## src/rtl/noc_router_input_vc.sv

```systemverilog
// ============================================================================
// Module      : noc_router_input_vc
// Description : Router input port with per-VC flit FIFO, route lookup and
//               one-entry output register; each VC unicast or multicast.
// Revision    : 1.0 - initial release
// ============================================================================
`default_nettype none

module noc_router_input_vc #(
    parameter int                         FLIT_WIDTH = 32,
    parameter int                         VCHANNELS  = 2,
    parameter int                         DEPTH      = 4,
    parameter int                         DESTS      = 4,
    parameter int                         OUTPUTS    = 5,
    parameter logic [DESTS*OUTPUTS-1:0]   ROUTES     = '0,
    parameter logic [VCHANNELS-1:0]       MCAST_VC   = VCHANNELS'(1),
    parameter int                         DEST_MSB   = FLIT_WIDTH - 1
) (
    input  logic                            clk,
    input  logic                            rst,
    input  logic [FLIT_WIDTH-1:0]           in_flit,
    input  logic                            in_last,
    input  logic [VCHANNELS-1:0]            in_valid,
    output logic [VCHANNELS-1:0]            in_ready,
    output logic [VCHANNELS*FLIT_WIDTH-1:0] out_flit,
    output logic [VCHANNELS-1:0]            out_last,
    output logic [VCHANNELS*OUTPUTS-1:0]    out_valid,
    input  logic [VCHANNELS*OUTPUTS-1:0]    out_ready,
    output logic                            err_vc,
    output logic [VCHANNELS-1:0]            err_noroute
);

    localparam int c_ptr_w  = $clog2(DEPTH);
    localparam int c_cnt_w  = $clog2(DEPTH + 1);
    localparam int c_dest_w = (DESTS > 1) ? $clog2(DESTS) : 1;

    localparam logic [0:0] c_st_head = 1'b0;
    localparam logic [0:0] c_st_body = 1'b1;

    logic w_push_ok;
    logic r_err_vc;

    // A multi-hot in_valid is ambiguous, so the whole beat is refused.
    assign w_push_ok = $onehot0(in_valid);
    assign err_vc    = r_err_vc;

    always_ff @(posedge clk or posedge rst) begin
        if (rst)             r_err_vc <= 1'b0;
        else if (!w_push_ok) r_err_vc <= 1'b1;
    end

    for (genvar v = 0; v < VCHANNELS; v++) begin : g_vc
        logic [c_cnt_w-1:0]    r_count;
        logic [c_ptr_w-1:0]    r_wr_ptr;
        logic [c_ptr_w-1:0]    r_rd_ptr;
        logic [FLIT_WIDTH:0]   r_mem [DEPTH];
        logic [0:0]            r_state;
        logic [0:0]            w_state_nxt;
        logic [OUTPUTS-1:0]    r_route;
        logic [OUTPUTS-1:0]    r_pend;
        logic [FLIT_WIDTH-1:0] r_flit;
        logic                  r_last;
        logic                  r_noroute;
        logic [FLIT_WIDTH-1:0] w_head_flit;
        logic                  w_head_last;
        logic [OUTPUTS-1:0]    w_ready;
        logic [OUTPUTS-1:0]    w_head_mask;
        logic [OUTPUTS-1:0]    w_mask;
        logic [OUTPUTS-1:0]    w_pend_hold;
        logic                  w_push;
        logic                  w_pop;
        logic                  w_load;
        logic                  w_retire;
        logic                  w_slot_free;

        assign in_ready[v]                = (r_count != c_cnt_w'(DEPTH));
        assign w_push                     = in_valid[v] & in_ready[v] & w_push_ok;
        assign {w_head_last, w_head_flit} = r_mem[r_rd_ptr];
        assign w_ready                    = out_ready[v*OUTPUTS +: OUTPUTS];

        if (MCAST_VC[v]) begin : g_mcast
            always_comb begin
                w_head_mask = '0;
                for (int d = 0; d < DESTS; d++) begin
                    if (w_head_flit[DEST_MSB - DESTS + 1 + d])
                        w_head_mask = w_head_mask | ROUTES[d*OUTPUTS +: OUTPUTS];
                end
            end
            // Grants accumulate across cycles; retire once nothing is left outstanding.
            assign w_pend_hold = r_pend & ~w_ready;
            assign w_retire    = (r_pend != '0) && (w_pend_hold == '0);
        end else begin : g_ucast
            logic [c_dest_w-1:0] w_dest;
            assign w_dest = w_head_flit[DEST_MSB -: c_dest_w];
            always_comb begin
                w_head_mask = '0;
                for (int d = 0; d < DESTS; d++) begin
                    if (w_dest == c_dest_w'(d))
                        w_head_mask = ROUTES[d*OUTPUTS +: OUTPUTS];
                end
            end
            assign w_pend_hold = r_pend;
            assign w_retire    = |(r_pend & w_ready);
        end

        // Route FSM: state register.
        always_ff @(posedge clk or posedge rst) begin
            if (rst) begin
                r_state <= c_st_head;
                r_route <= '0;
            end else begin
                r_state <= w_state_nxt;
                if (w_pop && (r_state == c_st_head))
                    r_route <= w_head_mask;
            end
        end

        // Route FSM: next state.
        always_comb begin
            w_state_nxt = r_state;
            case (r_state)
                c_st_head: if (w_pop && !w_head_last) w_state_nxt = c_st_body;
                c_st_body: if (w_pop &&  w_head_last) w_state_nxt = c_st_head;
                default:   w_state_nxt = c_st_head;
            endcase
        end

        // Route FSM: outputs. Unroutable flits are popped without waiting for the slot.
        always_comb begin
            w_mask      = (r_state == c_st_head) ? w_head_mask : r_route;
            w_slot_free = (r_pend == '0) || w_retire;
            w_pop       = (r_count != '0) && ((w_mask == '0) || w_slot_free);
            w_load      = w_pop && (w_mask != '0);
        end

        always_ff @(posedge clk or posedge rst) begin
            if (rst) begin
                r_count  <= '0;
                r_wr_ptr <= '0;
                r_rd_ptr <= '0;
            end else begin
                if (w_push)
                    r_wr_ptr <= (r_wr_ptr == c_ptr_w'(DEPTH - 1)) ? '0 : r_wr_ptr + 1'b1;
                if (w_pop)
                    r_rd_ptr <= (r_rd_ptr == c_ptr_w'(DEPTH - 1)) ? '0 : r_rd_ptr + 1'b1;
                case ({w_push, w_pop})
                    2'b10:   r_count <= r_count + 1'b1;
                    2'b01:   r_count <= r_count - 1'b1;
                    default: r_count <= r_count;
                endcase
            end
        end

        always_ff @(posedge clk) begin
            if (w_push)
                r_mem[r_wr_ptr] <= {in_last, in_flit};
        end

        always_ff @(posedge clk or posedge rst) begin
            if (rst) begin
                r_pend    <= '0;
                r_flit    <= '0;
                r_last    <= 1'b0;
                r_noroute <= 1'b0;
            end else begin
                if (w_load) begin
                    r_pend <= w_mask;
                    r_flit <= w_head_flit;
                    r_last <= w_head_last;
                end else if (w_retire) begin
                    r_pend <= '0;
                end else begin
                    r_pend <= w_pend_hold;
                end
                if (w_pop && (r_state == c_st_head) && (w_head_mask == '0))
                    r_noroute <= 1'b1;
            end
        end

        assign out_valid[v*OUTPUTS +: OUTPUTS]       = r_pend;
        assign out_flit[v*FLIT_WIDTH +: FLIT_WIDTH]  = r_flit;
        assign out_last[v]                           = r_last;
        assign err_noroute[v]                        = r_noroute;
    end

endmodule

`default_nettype wire

```

## config.mk

```make
export PLATFORM = sky130hd
export DESIGN_NAME = noc_router_input_vc
export DESIGN_NICKNAME = d
export VERILOG_FILES = /design/src/rtl/noc_router_input_vc.sv
export SDC_FILE = /design/constraint.sdc
export NUM_CORES = 1
export LEC_CHECK = 0
export CORE_UTILIZATION = 34
export DETAILED_ROUTE_END_ITERATION = 7
export PLACE_DENSITY = 0.81
export SLEW_MARGIN = 20
export SYNTH_ARGS = -nofsm -noshare
export SYNTH_HDL_FRONTEND = slang
export SYNTH_SLANG_ARGS = --single-unit
```

## constraint.sdc

```tcl
create_clock -name clk -period 2.1 [get_ports clk]
set_input_delay 0.315 -clock clk [delete_from_list [all_inputs] [get_ports clk]]
set_output_delay 0.315 -clock clk [all_outputs]
set_load 0.005 [all_outputs]
```

Word-level counts from Yosys, hierarchy flattened --
Memory sizes are Yosys's and may differ from the RTL's. Index checks and enable logic that the tools add are counted.
Storage, ports and cells: bits in registers 29, memory bits (writable) 264, word-level logic and storage cells 78, memories 2
Memory list:
- g_vc[0].r_mem | words 4, bits a word 33, rd ports 1, clocked after memory_dff 0, write ports 1, line 56 | logic [FLIT_WIDTH:0] r_mem [DEPTH];
- g_vc[1].r_mem | words 4, bits a word 33, rd ports 1, clocked after memory_dff 0, write ports 1, line 56
Operators by class: add/sub/neg operators 9, $lt $le $gt $ge 1, equality and inequality tests 10, mux-type cells 18, bitwise operators 9, reductions and logical operators 16
Operators by type and width (count):
- $eq A2 B2 Y1 const B | 6
- $pmux W3 S2 | 2
- $and A5 B5 Y5 | 2
- $mux W5 | 2
- $add A2 B1 Y2 const B | 4
- $mux W1 | 8
- $mux W2 | 4
- $logic_and A1 B1 Y1 | 7
- $add A3 B1 Y3 const B | 2
- $ne A3 B3 Y1 const B | 2
- $reduce_bool A3 Y1 | 2
- $sub A3 B1 Y3 const B | 2
- $logic_not A5 Y1 | 1
- $not A5 Y5 | 1
- $reduce_bool A5 Y1 | 1
- $reduce_or A5 Y1 | 1
- $and A1 B1 Y1 | 4
- $eq A2 B1 Y1 const B | 2
- $pmux W1 S2 | 2
- $reduce_bool A2 Y1 | 2
- $add A1 B1 Y2 | 1
- $le A2 B1 Y1 const B | 1
- $logic_not A1 Y1 | 2
- $not A1 Y1 | 2

Longest topological paths before layout --
Gate-level depths: netlist of run 1.
word-level depth 5, depth in mapped cells 10

Worst setup path after synthesis of run 1 --
No wires, ideal clock.
kind reg-to-reg, from register g_vc[1].r_count[0], to register g_vc[1].r_count[2], library setup time 0.079 ns, arrival 2.091 ns, required time 2.021 ns, setup slack -0.070 ns, stages on the path, launching flop included 11, buffers on the path 1, cell sequence dfrtp_1 or3b_1 and3b_1 buf_6 inv_1 ha_1 inv_1 fa_1 xor2_1 nor2_1 xor2_1
On the way: cells in the longest elaborated chain, start to end 5
Ends and longest elaborated chain:
- start: declaration | line 53 | logic [c_cnt_w-1:0] r_count;
- start signal: assignment | line 147 | 2'b10: r_count <= r_count + 1'b1;
- start signal: assignment | line 148 | 2'b01: r_count <= r_count - 1'b1;
- start signal: assignment | line 149 | default: r_count <= r_count;
- $ne A3 B3 Y1 * | line 76 | assign in_ready[v] = (r_count != c_cnt_w'(DEPTH));
- via in_ready[1] | line 24 | output logic [VCHANNELS-1:0] in_ready,
- $and A1 B1 Y1 * (2 in a row) | line 77 | assign w_push = in_valid[v] & in_ready[v] & w_push_ok;
- $eq A2 B1 Y1 / $eq A2 B2 Y1 (equally long branches) | line 146 | case ({w_push, w_pop})
- $pmux W3 S2 / $reduce_bool A2 Y1 (equally long branches)
The timed path passes the listed nets; every way through them passes the cells marked *. A chain may end at the register's enable or synchronous reset.

Worst setup path after layout of run 1 --
from register g_vc[1].r_count[1], to register g_vc[1].r_count[2]
On the way: cells in the longest elaborated chain, start to end 5
Ends and longest elaborated chain (line):
- $ne A3 B3 Y1 | 76
- $and A1 B1 Y1 (2 in a row) | 77
- $eq A2 B1 Y1 / $eq A2 B2 Y1 (equally long branches) | 146
- $pmux W3 S2 / $reduce_bool A2 Y1 (equally long branches)
Several ways; a longest one is shown, not always the timed one.

==> run metrics, run 1 <==
status complete, but fails checks; violated checks negative setup slack; # IOs approximately 130; Setup crit start kind flip-flop; fin crit share 1.01; GPL Wtd Cong roughly 0.67; DRC 0; Crit Reg-Reg Startpoint g_vc[1].r_count[1]; PD cells about 1100 nW/um2; Mapped Avg Cell Area about 11 um2; YS warnings 0; CP Class reg2reg; multi-input logic area roughly 900 um2; total chip power around 2.6 mW; Final Cell Area 2300 um2; Final ANT Viol Nets 0; DRT iter0 DRCs 30; max-cap violations 0; largest net degree at the start of global routing 25; CP Cell Sequence or3b_4 -> and3b_2 -> inv_2 -> ha_4 -> inv_2 -> fa_2 -> xor2_1 -> nor2_1 -> xor2_1; NetSw slightly below 0.9 mW; layout cells sized above 1 0.196; worst reg-to-reg setup slack -0.02 ns; cts hold-fix bufs 0; final hold viol count 0; 1st-pass router iterations 4; WP data arrival around 2.3 ns; Comb pwr share 0.444; final setup margin -0.0161 ns; clock power share 0.183; CP max FO 2; WL per Instance slightly below 9 um; placed instance count 295; # rows 28; Seq/Total Area, Yosys 0.406; die span in x 80.1 um; Clock Skew around 0.0078 ns; TritonCTS clock tree done; cell family with most CP delay simple AND/OR/NAND/NOR gates; Cell variety after synth 25; die height about 80 um; Net Sw Frac 0.335; Worst IR Drop VDD around 0.39 mV; Yosys reg bits 32; CTS buffer count 5; Layout Utilization 0.390; HPWL Detailed 2080 um; # fillers ~570; Worst EP required between 2 and 2.5 ns; first-pass GRT wire length around 4200 um; H-tree Lvls 2; Setup violations, final 1; GRT overflow 0; Leakage ~1.1 nW; Core ar. 5890 um2; clock tree sinks 32; Worst Hold Class in2async; Slew Viols, Final 0; Root Driver clkbuf_8; fmax ~470 MHz; Seq. cell area 841 um2; Internal 1.74 mW; minimum clock period after layout about 2.1 ns; Layout Area Growth over Synthesis 10.8%; RSZ-0062 raised after global routing yes; CP Capture Type flip-flop; sequential share of power 0.373; Post-Synthesis Cells roughly 190; antenna violations before repair 0; number of global-route vias before repair a little under 1000; via count between 1000 and 1500; port bufs 19; slowest stage cell, crit path or3b_4; Setup WS pre-CTS -0.0207 ns; Crit path largest cell delay around 0.4 ns; DIE AREA 6410 um2; net count of the finished layout 290; Starting Density 0.352; Tot GR Track Use 0.0884; Detailed Route WL 2690 um; CP startpoint g_vc[1].r_count[1]; final cell count without fillers about 300; ant diodes 0; CTS clk-pin slew, worst paths 0.07 ns; Placed Area approximately 2200 um2; drt via density about 3.6; clk buf depth 2; Bufs and invs on worst path 2; Cell Area, Synth just over 2000 um2; clock latency on the worst-skew pair between 0.2 and 0.3 ns
-- area by class of cell --
cell class | instances | share of cell area
Timing Repair Buffer | 35 | 0.134
Sequential cell | 32 | 0.366
Clock buffer | 8 | 0.0392
Inverter | 15 | 0.0256
Tap cell | 75 | 0.0409
Multi-Input combinational cell | 140 | 0.394
-- metrics by stage --
step           setup TNS [ns]  hold slack [ns]
4_1_cts               -0.0108            0.390
6_report              -0.0161            0.386
2_1_floorplan         -0.0536            0.330
3_5_place_dp          -0.0250            0.446
5_1_grt                -0.143            0.404
3_3_place_gp          -0.0228            0.438
-- cell usage in the layout (no fill, tap or decap), types with 3 or more instances in the layout --
master            n
a21o_1            3
and2_1            4
and2_2            4
buf_4            17
clkbuf_8          6
clkdlybuf4s50_1  18
conb_1           71
dfrtp_1          24
edfxtp_1          8
ha_1             10
inv_1            11
inv_2             3
mux2_4            4
nand2_1           7
nor2_1            6
nor2b_1           5
nor3_1            4
xor2_1            4
-- kinds of logic after synthesis --
| logic type | count (synthesis) | synth area share |
|---|---|---|
| buf+inv | 90 | 0.303 |
| simple gates | 34 | 0.0918 |
| flops | 32 | 0.406 |
| fa+ha+maj | 14 | 0.0918 |
| compound gates | 8 | 0.0254 |
| mux | 7 | 0.0556 |
| xor+xnor | 6 | 0.0254 |
| other cells | 1 | 0.00181 |
-- metal layers --
| layer | up-vias | track usage | share of wire |
|---|---|---|---|
| met5 | - | 0 | 0 |
| met4 | 0 | 0.0429 | 0.020 |
| met3 | 5 | 0.0295 | 0.075 |
| met2 | 51 | 0.147 | 0.50 |
| met1 | 520 | 0.102 | 0.41 |
| li1 | 532 | - | - |
-- cell usage after synthesis --
cell      number  area share
edfxtp_1       8        0.12
nand2_1        7       0.013
nor2_1         6       0.011
xnor2_1        2      0.0085
dfrtp_1       24        0.29
and2_1         4       0.012
a21o_1         3       0.011
mux2_4         4       0.029
o21bai_1       2      0.0072
fa_1           2       0.019
inv_1         15       0.027
buf_6          2       0.011
and2_2         4       0.014
nor2b_1        5       0.015
ha_1          12       0.072
and3b_1        2      0.0085
buf_4         73        0.26
mux2i_1        1      0.0048
xor2_1         4       0.017
nor3_1         4      0.0097
mux4_2         2       0.022
or3b_1         2      0.0085
o21ai_0        1      0.0024
conb_1         1      0.0018
a21oi_1        2      0.0048
-- worst reg2reg max path: stages, from the launching register on --
cell	delay (ns)
dfrtp_1	0.39
or3b_4	0.41
and3b_2	0.24
inv_2	0.07
ha_4	0.13
inv_2	0.03
fa_2	0.32
xor2_1	0.15
nor2_1	0.11
xor2_1	0.19
-- what timing repair did --
action | 4_1_cts | 5_1_grt
setup endpoints to repair | 2 | 2
hold endpoints to repair | 0 | 0
resized for setup | 4 | 1
buffers inserted | 1 | 1
pin swaps | 7 | 4
-- sequential cells by signal (all words and copies together), names as in the netlist, named ones only --
name	flops
g_vc.r_mem	8
g_vc.r_pend	5
g_vc.r_rd_ptr	4
g_vc.r_count	6
err_vc	1
g_vc.r_wr_ptr	4
g_vc.r_noroute	2
-- final timing paths --
check | endpoint | cells after the start
max | g_vc[1].r_count[2] | 9
min | g_vc[0].r_count[0] | 3
max reg2reg | g_vc[1].r_count[2] | 9
min reg2reg | g_vc[0].r_noroute | 1
max in group asynchronous | g_vc[0].r_rd_ptr[0] | 3
min in group clk | g_vc[0].r_noroute | 1
-- power by group through the flow --
stage | clock (mW) | sequential [mW] | combinational [mW]
2_1_floorplan | 0 | 0.968 | 0.860
3_3_place_gp | 0 | 0.965 | 1.07
3_5_place_dp | 0 | 0.987 | 1.12
4_1_cts | 0.498 | 0.977 | 1.17
5_1_grt | 0.522 | 1.00 | 1.33
6_report | 0.478 | 0.977 | 1.16
Note: power is estimated with default switching activity, not from simulation.
==> run 2, diff against run 1 <==
--- a/config.mk
+++ b/config.mk
@@ -8,6 +8,7 @@
 export CORE_UTILIZATION = 34
 export DETAILED_ROUTE_END_ITERATION = 7
 export PLACE_DENSITY = 0.81
+export SETUP_SLACK_MARGIN = 0.05
 export SLEW_MARGIN = 20
 export SYNTH_ARGS = -nofsm -noshare
 export SYNTH_HDL_FRONTEND = slang
==> run 2 against run 1 <==
Net effect: critical endpoint unchanged; maximum frequency stayed put; die area stayed put; largest power group unchanged; clock skew hardly changed; the run still ends with negative setup slack left; combinational power hardly changed; count of clock-buffer cells in the layout stayed put; core utilization is 0.13 points higher; final cell count is 0.33% higher; global-route usage is 0.12 points higher; critical path depth stayed put; non-clock buffer count is 1 higher; sequential power hardly changed.
==> run metrics, run 2 (same netlist as run 1, synthesis figures left out) <==
status complete, but fails checks; violated checks negative setup slack; layout cells sized above 1 0.199 (+0.00348); Leakage 1.15 nW (+0.37%); antenna violations before repair 0 (unchanged); H-tree Lvls 2 (unchanged); DIE AREA 6410 um2 (unchanged); Detailed Route WL 2710 um (+0.71%); 1st-pass router iterations 4 (unchanged); final setup margin -0.0161 ns (unchanged); CTS buffer count 5 (unchanged); DRT iter0 DRCs 45 (+50%); Slew Viols, Final 0 (unchanged); Starting Density 0.352 (unchanged); # IOs 128 (unchanged); Core ar. 5890 um2 (unchanged); final hold viol count 0 (unchanged); clock tree sinks 32 (unchanged); fmax 473 MHz (unchanged); cts hold-fix bufs 0 (unchanged); CP Capture Type flip-flop; net count of the finished layout 291 (+0.34%); top flop regs g_vc.r_mem x8, g_vc.r_count x6, g_vc.r_pend x5; GPL Wtd Cong 0.666 (unchanged); Worst EP required 2.30 ns (about the same); die span in x 80.1 um (unchanged); number of global-route vias before repair 987 (+0.92%); Layout Area Growth over Synthesis 11.2%; PD cells 1140 nW/um2 (+0.28%); port bufs 19 (unchanged); Worst Hold Class in2async; Setup crit start kind flip-flop; DRC 0 (unchanged); Setup violations, final 1 (unchanged); clock latency on the worst-skew pair 0.28 ns (about the same); largest net degree at the start of global routing 25 (unchanged); Setup WS pre-CTS -0.0207 ns (unchanged); leading cell types in the layout, fill and taps excluded conb_1 (71), dfrtp_1 (24), clkdlybuf4s50_1 (18), buf_4 (18), inv_1 (11); max reg flops 8 (unchanged); max-cap violations 0 (unchanged); WL per Instance 8.86 um (+0.38%); ant diodes 0 (unchanged); via count 1111 (+0.27%); minimum clock period after layout 2.12 ns (unchanged); HPWL Detailed 2080 um (unchanged); largest register by flop count g_vc.r_mem; WL met1 1100 um (+0.18%); Layout Utilization 0.391 (+0.00128); total chip power 2.63 mW (+0.60%); die height 80.1 um (unchanged); fin crit share 1.01 (unchanged); Clock Skew 0.00786 ns (+0.00000827 ns); top sig layer met4; Worst IR Drop VDD 0.393 mV (about the same); # rows 28 (unchanged); drt via density 3.63 (about the same); Tot GR Track Use 0.0896 (+0.00121); GRT overflow 0 (unchanged); Root Driver clkbuf_8; first-pass GRT wire length 4280 um (+1.1%); TritonCTS clock tree done; Met2 Wirelength 1360 um (+1.3%); WL met3 201 um (unchanged); CP Class reg2reg; CP max FO 2 (unchanged); CTS clk-pin slew, worst paths 0.07 ns (about the same); most common cell after layout, fill and taps aside conb_1; RSZ-0062 raised after global routing yes; clk buf depth 2 (unchanged); Final ANT Viol Nets 0 (unchanged); # fillers 569 (unchanged); WP data arrival 2.31 ns (about the same)
## run 2: changes by cell type in the layout (fill, tap and decap cells not counted), sizes merged
cell and delta:
buf +1
## run 2: report_power, final
part	internal, mW	leakage [nW]	switching [mW]	total, mW
Clock	0.267	0.0455	0.211	0.478
Sequential	0.832	0.357	0.145	0.977
Combinational	0.654	0.749	0.524	1.18
Total	1.75	1.15	0.880	2.63
## run 2: stage by stage
stage                     cells  cell area, um2  hold slack (ns)  TNS (ns)
final                       306            2300            0.386   -0.0161
after global routing        306            2300            0.404    -0.153
after CTS                   305            2300            0.390   -0.0108
after detailed placement    295            2190            0.446   -0.0250
after global placement      295            2190            0.438   -0.0228
after floorplan             262            2370            0.330   -0.0536
## run 2: cell type report
| cell class | count | area (um2) | area share |
|---|---|---|---|
| clock buffer | 8 | 90.1 | 0.0391 |
| inverter | 15 | 58.8 | 0.0255 |
| timing repair buffer | 36 | 315 | 0.137 |
| multi-input combinational | 140 | 905 | 0.393 |
| sequential | 32 | 841 | 0.365 |
| tap | 75 | 93.8 | 0.0407 |
## run 2: critical path: stages (launching register included)
cell and delay [ns]:
dfrtp_1 0.39, or3b_4 0.41, and3b_2 0.24, inv_2 0.07, ha_4 0.13, inv_2 0.03
fa_2 0.32, xor2_1 0.15, nor2_1 0.11, xor2_1 0.19
## run 2: path summary, 6_finish.rpt
path | start | to | slack, ns | cells after the start
max | g_vc[1].r_count[1] | g_vc[1].r_count[2] | -0.02 | 9
min | rst | g_vc[0].r_count[0] | 0.39 | 3
max reg2reg | g_vc[1].r_count[1] | g_vc[1].r_count[2] | -0.02 | 9
min reg2reg | flip-flop | g_vc[0].r_noroute | 0.45 | 1
max in group asynchronous | rst | g_vc[0].r_rd_ptr[0] | 1.47 | 3
min in group clk | flip-flop | g_vc[0].r_noroute | 0.45 | 1
## run 2: timing repair
action,CTS,global route
gates cloned,0,0
setup endpoints to repair,2,2
pin swaps,10,3
setup buffers,2,1
gates resized for setup,4,1
## run 2: metal layers
layer,vias to the layer above,track usage
met2,51,0.150
met1,522,0.102
met3,5,0.0295
li1,533,-
met5,-,0
met4,0,0.0429
==> run 3, diff against run 2 <==
--- a/config.mk
+++ b/config.mk
@@ -7,9 +7,11 @@
 export LEC_CHECK = 0
 export CORE_UTILIZATION = 34
 export DETAILED_ROUTE_END_ITERATION = 7
+export MAX_ROUTING_LAYER = met4
 export PLACE_DENSITY = 0.81
 export SETUP_SLACK_MARGIN = 0.05
 export SLEW_MARGIN = 20
 export SYNTH_ARGS = -nofsm -noshare
 export SYNTH_HDL_FRONTEND = slang
 export SYNTH_SLANG_ARGS = --single-unit
+export TNS_END_PERCENT = 100
==> run 3 against run 2 <==
Net effect: final cell count did not move; critical path depth did not move; sequential cell count is the same; register-to-register slack barely moved; total power about the same; worst setup slack about the same; combinational power about the same; largest power group unchanged; largest cell class unchanged; the run still ends with negative setup slack left; core utilization is the same; first-iteration DRC count down 18%; clock power hardly changed.
==> run metrics, run 3 (same netlist as run 1, synthesis figures left out) <==
Worst Hold Class in2async; CP Cell Sequence or3b_4 -> and3b_2 -> inv_2 -> ha_4 -> inv_2 -> fa_2 -> xor2_1 -> nor2_1 -> xor2_1; number of global-route vias before repair 986 (-0.10%); Layout Area Growth over Synthesis 11.2% (unchanged); Final Cell Area 2300 um2 (unchanged); DRT iter0 DRCs 37 (-18%); Comb pwr share 0.447 (about the same); via count 1111 (unchanged); Root Driver clkbuf_8; top flop regs g_vc.r_mem x8, g_vc.r_count x6, g_vc.r_pend x5; TritonCTS clock tree done; Leakage 1.15 nW (unchanged); max reg flops 8 (unchanged); leading cell types in the layout, fill and taps excluded conb_1 (71), dfrtp_1 (24), clkdlybuf4s50_1 (18), buf_4 (18), inv_1 (11); Core ar. 5890 um2 (unchanged); WL per Instance 8.87 um (about the same); Layout Utilization 0.391 (unchanged); Placed Area 2190 um2 (unchanged); Bufs and invs on worst path 2 (unchanged); final cell count without fillers 306 (unchanged); Worst IR Drop VDD 0.393 mV (about the same); placed instance count 295 (unchanged); net count of the finished layout 291 (unchanged); Detailed Route WL 2710 um (about the same); cts hold-fix bufs 0 (unchanged); first-pass GRT wire length 4300 um (+0.33%); Setup WS pre-CTS -0.0207 ns (unchanged); die span in x 80.1 um (unchanged); slowest stage cell, crit path or3b_4; DIE AREA 6410 um2 (unchanged); cell family with most CP delay simple AND/OR/NAND/NOR gates; largest register by flop count g_vc.r_mem; CP max FO 2 (unchanged); final setup margin -0.0162 ns (-0.000139 ns); drt via density 3.63 (unchanged); Starting Density 0.352 (unchanged); RSZ-0062 raised after global routing yes; fin crit share 1.01 (about the same); Crit path largest cell delay 0.41 ns (about the same); Internal 1.75 mW (about the same); # IOs 128 (unchanged); antenna violations before repair 0 (unchanged); max-cap violations 0 (unchanged); CP Capture Type flip-flop; ant diodes 0 (unchanged); final hold viol count 0 (unchanged); clk buf depth 2 (unchanged); violated checks negative setup slack; minimum clock period after layout 2.12 ns (+0.000139 ns); WP data arrival 2.31 ns (about the same); die height 80.1 um (unchanged); clock tree sinks 32 (unchanged); sequential share of power 0.371 (about the same); GRT overflow 0 (unchanged); layout cells sized above 1 0.199 (unchanged); PD cells 1140 nW/um2 (about the same); clock latency on the worst-skew pair 0.28 ns (about the same); HPWL Detailed 2080 um (unchanged); Tot GR Track Use 0.0923 (+0.00271); Clock Skew 0.00786 ns (-0.0000000600 ns); Final ANT Viol Nets 0 (unchanged); Net Sw Frac 0.334 (about the same); CTS buffer count 5 (unchanged); Slew Viols, Final 0 (unchanged); fmax 473 MHz (about the same); # fillers 569 (unchanged); CTS clk-pin slew, worst paths 0.07 ns (about the same); NetSw 0.879 mW (about the same); Setup crit start kind flip-flop; most common cell after layout, fill and taps aside conb_1; setup TNS -0.0162 ns (-0.000139 ns); 1st-pass router iterations 4 (unchanged); GPL Wtd Cong 0.672 (+0.96%); # rows 28 (unchanged); DRC 0 (unchanged); H-tree Lvls 2 (unchanged); worst reg-to-reg setup slack -0.02 ns (about the same); Setup violations, final 1 (unchanged); CP Class reg2reg; Worst EP required 2.29 ns (about the same); largest net degree at the start of global routing 25 (unchanged); status complete, but fails checks; clock power share 0.181 (about the same); port bufs 19 (unchanged)
==> run 3: cell counts in the layout (fill, tap and decap cells not counted) <==
No cell type changed its count.
==> run 3: area by class of cell <==
type	instances	area (um2)	area share
clock buffers	8	90.1	0.0391
inverters	15	58.8	0.0255
multi-input cells	140	905	0.393
flip-flops and latches	32	841	0.365
well taps	75	93.8	0.0407
repair buffers	36	315	0.137
==> run 3: worst min-delay path, cell delays in order <==
cell	delay (ns)
clkdlybuf4s50_1	0.40
inv_1	0.05
buf_4	0.30
==> run 3: metal layers <==
layer  routed length, um  up-vias  part of all wire  track usage
met1                1130      521              0.42        0.107
met2                1360       51              0.50        0.150
li1                    -      534                 -            -
met5                   0        -                 0            -
met3                 168        5             0.062       0.0250
met4                  53        0             0.020       0.0429
==> run 3: final timing paths <==
kind                       depth (start not counted)             endpoint               start
max                                                9   g_vc[1].r_count[2]  g_vc[1].r_count[1]
min reg2reg                                        1    g_vc[0].r_noroute           flip-flop
min in group clk                                   1    g_vc[0].r_noroute           flip-flop
max in group asynchronous                          3  g_vc[0].r_rd_ptr[0]                 rst
max reg2reg                                        9   g_vc[1].r_count[2]  g_vc[1].r_count[1]
min                                                3   g_vc[0].r_count[0]                 rst
==> run 3: metrics by stage <==
| step | hold slack (ns) | total power, mW |
|---|---|---|
| 2_1_floorplan | 0.330 | 1.83 |
| 3_3_place_gp | 0.438 | 2.03 |
| 3_5_place_dp | 0.446 | 2.10 |
| 4_1_cts | 0.390 | 2.65 |
| 5_1_grt | 0.402 | 2.87 |
| 6_report | 0.386 | 2.63 |
==> run 3: repair_timing <==
action	CTS	global route
resized for setup	4	1
setup buffers	2	1
endpoints found under the setup margin	2	2
pin swaps	10	3
==> run 3: power groups by stage <==
stage / logic (mW) / registers, mW / clock network, mW
after floorplan: 0.860 / 0.968 / 0
after global placement: 1.07 / 0.965 / 0
after detailed placement: 1.12 / 0.987 / 0
after CTS: 1.18 / 0.977 / 0.498
after global routing: 1.35 / 1.00 / 0.525
final: 1.18 / 0.977 / 0.477
